[src/rtl/adder_pkg.sv]
// ============================================================================
// Module  : adder_pkg
// Brief   : Default geometry and helpers shared by the pipelined carry adder.
// Revision: 1.0  initial release
// ============================================================================
`default_nettype none

package adder_pkg;

    localparam int c_DEF_WIDTH = 16;
    localparam int c_DEF_SEG   = 4;

    // Pipeline depth for a given word width and segment width.
    function automatic int stage_count(input int width, input int seg);
        return width / seg;
    endfunction

endpackage

`default_nettype wire

[src/rtl/carry_seg.sv]
// ============================================================================
// Module  : carry_seg
// Brief   : SEG-bit combinational ripple-carry segment of full-adder cells.
// Revision: 1.0  initial release
// ============================================================================
`default_nettype none

module carry_seg #(
    parameter int SEG = 4
) (
    input  logic [SEG-1:0] a,
    input  logic [SEG-1:0] b,
    input  logic           ci,
    output logic [SEG-1:0] s,
    output logic           co,
    output logic           c_msb
);

    logic [SEG:0] w_c;

    always_comb begin
        w_c    = '0;
        s      = '0;
        w_c[0] = ci;
        for (int i = 0; i < SEG; i++) begin
            s[i]     = a[i] ^ b[i] ^ w_c[i];
            w_c[i+1] = (a[i] & b[i]) | (w_c[i] & (a[i] ^ b[i]));
        end
    end

    assign co    = w_c[SEG];
    assign c_msb = w_c[SEG-1];

endmodule

`default_nettype wire

[src/rtl/pipelined_carry_adder.sv]
// ============================================================================
// Module  : pipelined_carry_adder
// Brief   : WIDTH-bit adder, one SEG-bit carry segment per pipeline stage,
//           valid/ready streaming on both sides.
// Revision: 1.0  initial release
// ============================================================================
`default_nettype none

module pipelined_carry_adder
    import adder_pkg::*;
#(
    parameter int WIDTH = c_DEF_WIDTH,
    parameter int SEG   = c_DEF_SEG
) (
    input  logic             clk,
    input  logic             rst,
    input  logic             in_valid,
    output logic             in_ready,
    input  logic [WIDTH-1:0] a,
    input  logic [WIDTH-1:0] b,
    input  logic             c_in,
    output logic             out_valid,
    input  logic             out_ready,
    output logic [WIDTH-1:0] sum,
    output logic             c_out,
    output logic             ovf
);

    localparam int NSTG = stage_count(WIDTH, SEG);

    if (WIDTH % SEG != 0) begin : g_bad_geometry
        $error("pipelined_carry_adder: WIDTH must be a multiple of SEG");
    end

    typedef struct packed {
        logic             vld;
        logic             cy;
        logic             ovf;
        logic [WIDTH-1:0] s;
        logic [WIDTH-1:0] a;
        logic [WIDTH-1:0] b;
    } stage_t;

    stage_t r_stg [NSTG];
    stage_t w_nxt [NSTG];
    logic   w_adv;

    // The whole pipe moves as one; only a stalled output can hold it.
    assign w_adv    = !r_stg[NSTG-1].vld | out_ready;
    assign in_ready = w_adv;

    for (genvar k = 0; k < NSTG; k++) begin : g_stage
        stage_t         w_src;
        stage_t         w_res;
        logic [SEG-1:0] w_s;
        logic           w_co;
        logic           w_cm;

        if (k == 0) begin : g_first
            assign w_src.vld = in_valid;
            assign w_src.cy  = c_in;
            assign w_src.ovf = 1'b0;
            assign w_src.s   = '0;
            assign w_src.a   = a;
            assign w_src.b   = b;
        end else begin : g_next
            assign w_src = r_stg[k-1];
        end

        carry_seg #(.SEG(SEG)) u_seg (
            .a     (w_src.a[k*SEG +: SEG]),
            .b     (w_src.b[k*SEG +: SEG]),
            .ci    (w_src.cy),
            .s     (w_s),
            .co    (w_co),
            .c_msb (w_cm)
        );

        // ovf is only meaningful out of the final stage, where w_cm is the MSB carry-in.
        always_comb begin
            w_res                  = w_src;
            w_res.s[k*SEG +: SEG]  = w_s;
            w_res.cy               = w_co;
            w_res.ovf              = w_cm ^ w_co;
        end

        assign w_nxt[k] = w_res;
    end

    always_ff @(posedge clk) begin
        if (rst) begin
            for (int i = 0; i < NSTG; i++) begin
                r_stg[i] <= '0;
            end
        end else if (w_adv) begin
            for (int i = 0; i < NSTG; i++) begin
                r_stg[i] <= w_nxt[i];
            end
        end
    end

    assign out_valid = r_stg[NSTG-1].vld;
    assign sum       = r_stg[NSTG-1].s;
    assign c_out     = r_stg[NSTG-1].cy;
    assign ovf       = r_stg[NSTG-1].ovf;

endmodule

`default_nettype wire

[config.mk]
export PLATFORM = sky130hd
export DESIGN_NAME = pipelined_carry_adder
export DESIGN_NICKNAME = d
export VERILOG_FILES = /design/src/rtl/adder_pkg.sv /design/src/rtl/carry_seg.sv /design/src/rtl/pipelined_carry_adder.sv
export SDC_FILE = /design/constraint.sdc
export NUM_CORES = 1
export LEC_CHECK = 0
export ABC_AREA = 1
export CELL_PAD_IN_SITES_DETAIL_PLACEMENT = 0
export CELL_PAD_IN_SITES_GLOBAL_PLACEMENT = 2
export CORE_MARGIN = 3
export CORE_UTILIZATION = 37
export DETAILED_ROUTE_END_ITERATION = 16
export PLACE_DENSITY_LB_ADDON = 0.1
export SLEW_MARGIN = 20
export SYNTH_ARGS = -nofsm -noshare
export SYNTH_HDL_FRONTEND = slang
export SYNTH_SLANG_ARGS = --single-unit
[constraint.sdc]
create_clock -name clk -period 4.9 [get_ports clk]
set_clock_uncertainty 0.05 [all_clocks]
set_input_delay 0.735 -clock clk [delete_from_list [all_inputs] [get_ports clk]]
set_output_delay 0.735 -clock clk [all_outputs]
set_load 0.01 [all_outputs]
---- Word-level counts from Yosys, hierarchy flattened ----
Memories as Yosys holds them, arrays and structs flattened.
Cells that the tools add are included.
storage, ports and cells
  memory bits (read-only) ................. 0
  register bits ........................... 0
  output and inout bits ................... 20
  memories kept ........................... 1
  input port bits ......................... 37
  latch bits .............................. 0
  memory bits (writable) .................. 204
memory list
  name   words  width  read ports  clocked after Yosys merged registers in  wr ports  line                         source
  r_stg  4      51     4           0                                        4         pipelined_carry_adder.sv:44  stage_t r_stg [NSTG];
operators by class
  div/mod/pow operators ................... 0
  eq/ne operators ......................... 0
  magnitude comparators ................... 0
  $mul .................................... 0
  muxes and demuxes ....................... 9
  reductions and logical operators ........ 1
  shifts and indexed selects .............. 0
  add/sub/neg operators ................... 0
  bitwise logic cells ..................... 89
operators with widths
  operator            number
  two-way mux 51 bit  4
  bitwise XOR 1 bit   36
  bitwise AND 1 bit   32
  bitwise OR 1 bit    21
  two-way mux 1 bit   5
  zero test 1 bit     1

---- Longest topological paths before layout ----
An unclocked memory read counts as a cell.
  word-level depth ........................ 12
  gate-level depth with buffers ........... 11
  gate-level depth less buffers ........... 11

---- Modules after synthesis ----
Synthesis repeated with hierarchy kept, for this count alone.
unflattened totals
  cell total of the unflattened synthesis .. 357
  area, all modules ....................... 4,267.8 µm²
modules (own cells, without submodules)
  module                 cells an instance  instances  area an instance (µm²)
  pipelined_carry_adder  309                1          3,827.4
  carry_seg              12                 4          110.1

---- Worst setup path before layout ----
Ideal clock, no wire load.
  kind .................................... input-to-reg
  start point ............................. in out_ready
  end point ............................... mem r_stg[0][10] (netlist name), enable pin
  required time ........................... 3.700 ns
  stages on the path ...................... 2
  buffers on the path ..................... 0
  slack ................................... 0.756 ns
  arrival time ............................ 2.943 ns
  cells stage by stage .................... inv_2 nand3_1
RTL lines
  item         line                         source
  from (decl)  pipelined_carry_adder.sv:23  input logic out_ready,
  to (decl)    pipelined_carry_adder.sv:44

==> out/results.tsv <==
stage	metric	value	unit
outcome	status	completed	
layout	nFillCells	1048	
power	pwr-share-clk	34.6	%
layout	top_register	r_stg	
layout	largest_reg_flops	97	
synth	avgSynthCellArea	12.3	µm²
detailed_routing	viasPerCell	4.04	
layout	final_nets	453	
die	start_util	38.3	%
synth	synth_seq_cells	97	
placed_design	dp_hpwl	3300	µm
detailed_routing	via_count	2196	
die	die_w	113	µm
sta	drv_slew	0	
detailed_routing	initialDrtViolationCount	94	
power	p_comb_share	8.6	%
clock_tree	clk_pin_slew_worst_paths	0.06	ns
sta	slew_headroom	38.2	%
clock_tree	cts_hold_buffers	0	
sta	tightest_slew	0.927	ns
setup_path	slowest_stage	clkdlybuf4s50_1	
layout	syn_to_final_growth	22.3	%
global_route	grt_pass1_wl	9700	µm
synth	synthTopCellsByArea	edfxtp_1 (69%), inv_1 (10%), fa_1 (7.6%), nor2_1 (6.0%), nor2_2 (4.5%)	
power	vdd_ir_drop_max	0.000139	V
clock_tree	cts.path.max_buffers	2	
setup_path	slowest_delay	0.43	ns
die	die-area	12700	µm²
sta	setup_violations	0	
setup_path	crit_required	5.03	ns
clock_tree	cts_tree	done	
detailed_routing	drc	0	
power	powerDensity	339	nW/µm²
clock_tree	htreeDepth	3	
layout	largest_registers	r_stg: 97 flops	
sta	rsz0062_at_grt	no	
synth	async_flop_share	0	%
sta	finalCriticalPeriod	2.68	ns
synth	yosys_most_used_dff	edfxtp_1	
clock_tree	cts_root_buf	clkbuf_16	
synth	yosysWarnings	0	
power	p_int	1.38	mW
synth	synth_area	4210	µm²
synth	synth_cell_types	11	
clock_tree	clk_latency	0.33	ns
sta	fin_crit_sh	54.6	%
sta	max_freq	0.374	GHz
power	p_sw	0.358	mW
clock_tree	post_cts_buffers	0	
detailed_routing	wl_per_cell	10.3	µm
die	core	11000	µm²
clock_tree	numCtsBuffers	9	
placed_design	place_congestion	0.670	
global_route	antenna_found_initial	0	
flow_run	maxCapViolations	0	
detailed_routing	routed_wl	5610	µm
die	ios	57	
clock_tree	cts_resized	0	
setup_path	end_kind	register	
die	die_h	113	µm
power	pwr-share-seq	56.8	%
setup_path	worstPathArrival	2.80	ns
synth	synth_top_area_share	69.2	%
power	p_leak	2.16	nW
layout	drive_above_1_share	11.4	%
setup_path	crit_type	in -> reg	
setup_path	crit_path_frequent_cell	fa_1	
sta	fin_tns_setup	0	ns
die	rows	38	
power	power.share.switching	20.5	%
setup_path	crit_fanout	1	
sta	hold_viol	0	
global_route	grt_max_degree	77	
synth	yosysTopAreaCell	edfxtp_1	
setup_path	critical-path-top-delay-family	adder cells	
synth	syn_nets	394	
detailed_routing	first_pass_iters	3	
synth	ys_seq_area_share	69.2	%
placed_design	portBuffers	56	
global_route	grt_util_all_layers	9.87	%
synth	synth-edff-count	97	
setup_path	setup.worst_path.start_class	primary input	
global_route	gr-total-overflow	0	
setup_path	cp_cell_sequence	clkdlybuf4s50_1 > fa_1 > inv_1 > fa_1 > inv_1 > fa_1 > inv_1 > fa_1 > nor2_2	
power	power	1.74	mW
synth	synthMostInstantiatedCell	inv_1	
sta	whs	0.491	ns
clock_tree	clock_sinks	97	
worst_hold_path	hp-class	reg -> reg	
layout	n_antenna_cell	0	
synth	yosys-top-cells-count	inv_1 (113), edfxtp_1 (97), nor2_1 (67), nor2_2 (30), fa_1 (16)	
synth	syn_inst	341	
global_route	grt_pass1_vias	2159	
detailed_routing	postRouteAntennaNets	0	
setup_path	crit_buf_inv	4	
-- path summary, 6_finish.rpt --
| path | start | endpoint | slack [ns] | cells past startpoint |
|---|---|---|---|---|
| min | r_stg[0][15]$_SDFFCE_PN0P_ | r_stg[1][15]$_SDFFCE_PN0P_ | 0.49 | 2 |
| max reg2reg | r_stg[2][49]$_SDFFCE_PN0P_ | r_stg[3][47]$_SDFFCE_PN0P_ | 2.49 | 8 |
| min reg2reg | r_stg[0][15]$_SDFFCE_PN0P_ | r_stg[1][15]$_SDFFCE_PN0P_ | 0.49 | 2 |
| max | a[0] | r_stg[0][35]$_SDFFCE_PN0P_ | 2.22 | 9 |
-- stage by stage --
step           area (µm²)  cells  setup WS, ns  util (%)
6_report             5140    543          2.22      46.8
5_1_grt              5140    543          2.10      46.8
4_1_cts              5140    543          2.22      46.8
3_5_place_dp         4900    529          1.87      44.6
3_3_place_gp         4900    529          1.88      44.6
2_1_floorplan        4210    341         0.756         -
-- cell usage in the layout, fill, tap and decap left out --
| cell type | netlist | final |
|---|---|---|
| clkbuf_1 | 0 | 3 |
| nor2_1 | 67 | 67 |
| nand2_2 | 2 | 1 |
| inv_1 | 113 | 113 |
| fa_1 | 16 | 16 |
| nand2_1 | 3 | 3 |
| clkinv_1 | 0 | 2 |
| clkbuf_16 | 0 | 9 |
| nand2_4 | 0 | 1 |
| clkdlybuf4s50_1 | 0 | 56 |
| nand3_4 | 0 | 1 |
| inv_2 | 2 | 2 |
| nor2_2 | 30 | 30 |
| edfxtp_1 | 97 | 97 |
| buf_4 | 0 | 2 |
-- cell type report --
type                            instances  area (µm²)  share of cell area [%]
Multi-Input combinational cell        119         806                    15.7
Timing Repair Buffer                   58         576                    11.2
Clock buffer                           12         236                    4.60
Tap cell                              140         175                    3.40
Inverter                              115         432                    8.39
Clock inverter                          2        7.51                   0.146
Sequential cell                        97        2910                    56.6
-- worst reg2reg max path: cells and delay by family, from the launching register on --
family | cells | cell delay, ns
AND/OR/NAND/NOR | 1 | 0.11
flip-flops | 1 | 0.40
adder cells (fa/ha/maj) | 4 | 1.44
buffers and inverters | 3 | 0.26
-- power groups by stage --
stage | clock network [mW] | logic (mW) | registers, mW
after floorplan | 0 | 0.0884 | 1.01
after global placement | 0 | 0.152 | 1.01
after detailed placement | 0 | 0.153 | 1.01
after CTS | 0.628 | 0.154 | 0.991
after global routing | 0.660 | 0.173 | 0.996
final | 0.602 | 0.150 | 0.990
-- kinds of logic after synthesis --
group | share of synthesized area [%]
adders and majority gates | 7.61
buffers and inverters | 12.0
DFF | 69.2
and+or+nand+nor | 11.1
-- layer usage --
metal	track usage (%)	vias up	wire length (µm)
met2	16.3	41	2720
li1	-	1123	-
met3	3.50	10	275
met4	5.05	0	134
met5	0	-	0
met1	11.3	1022	2480
Note: power is estimated with default switching activity, not from simulation.
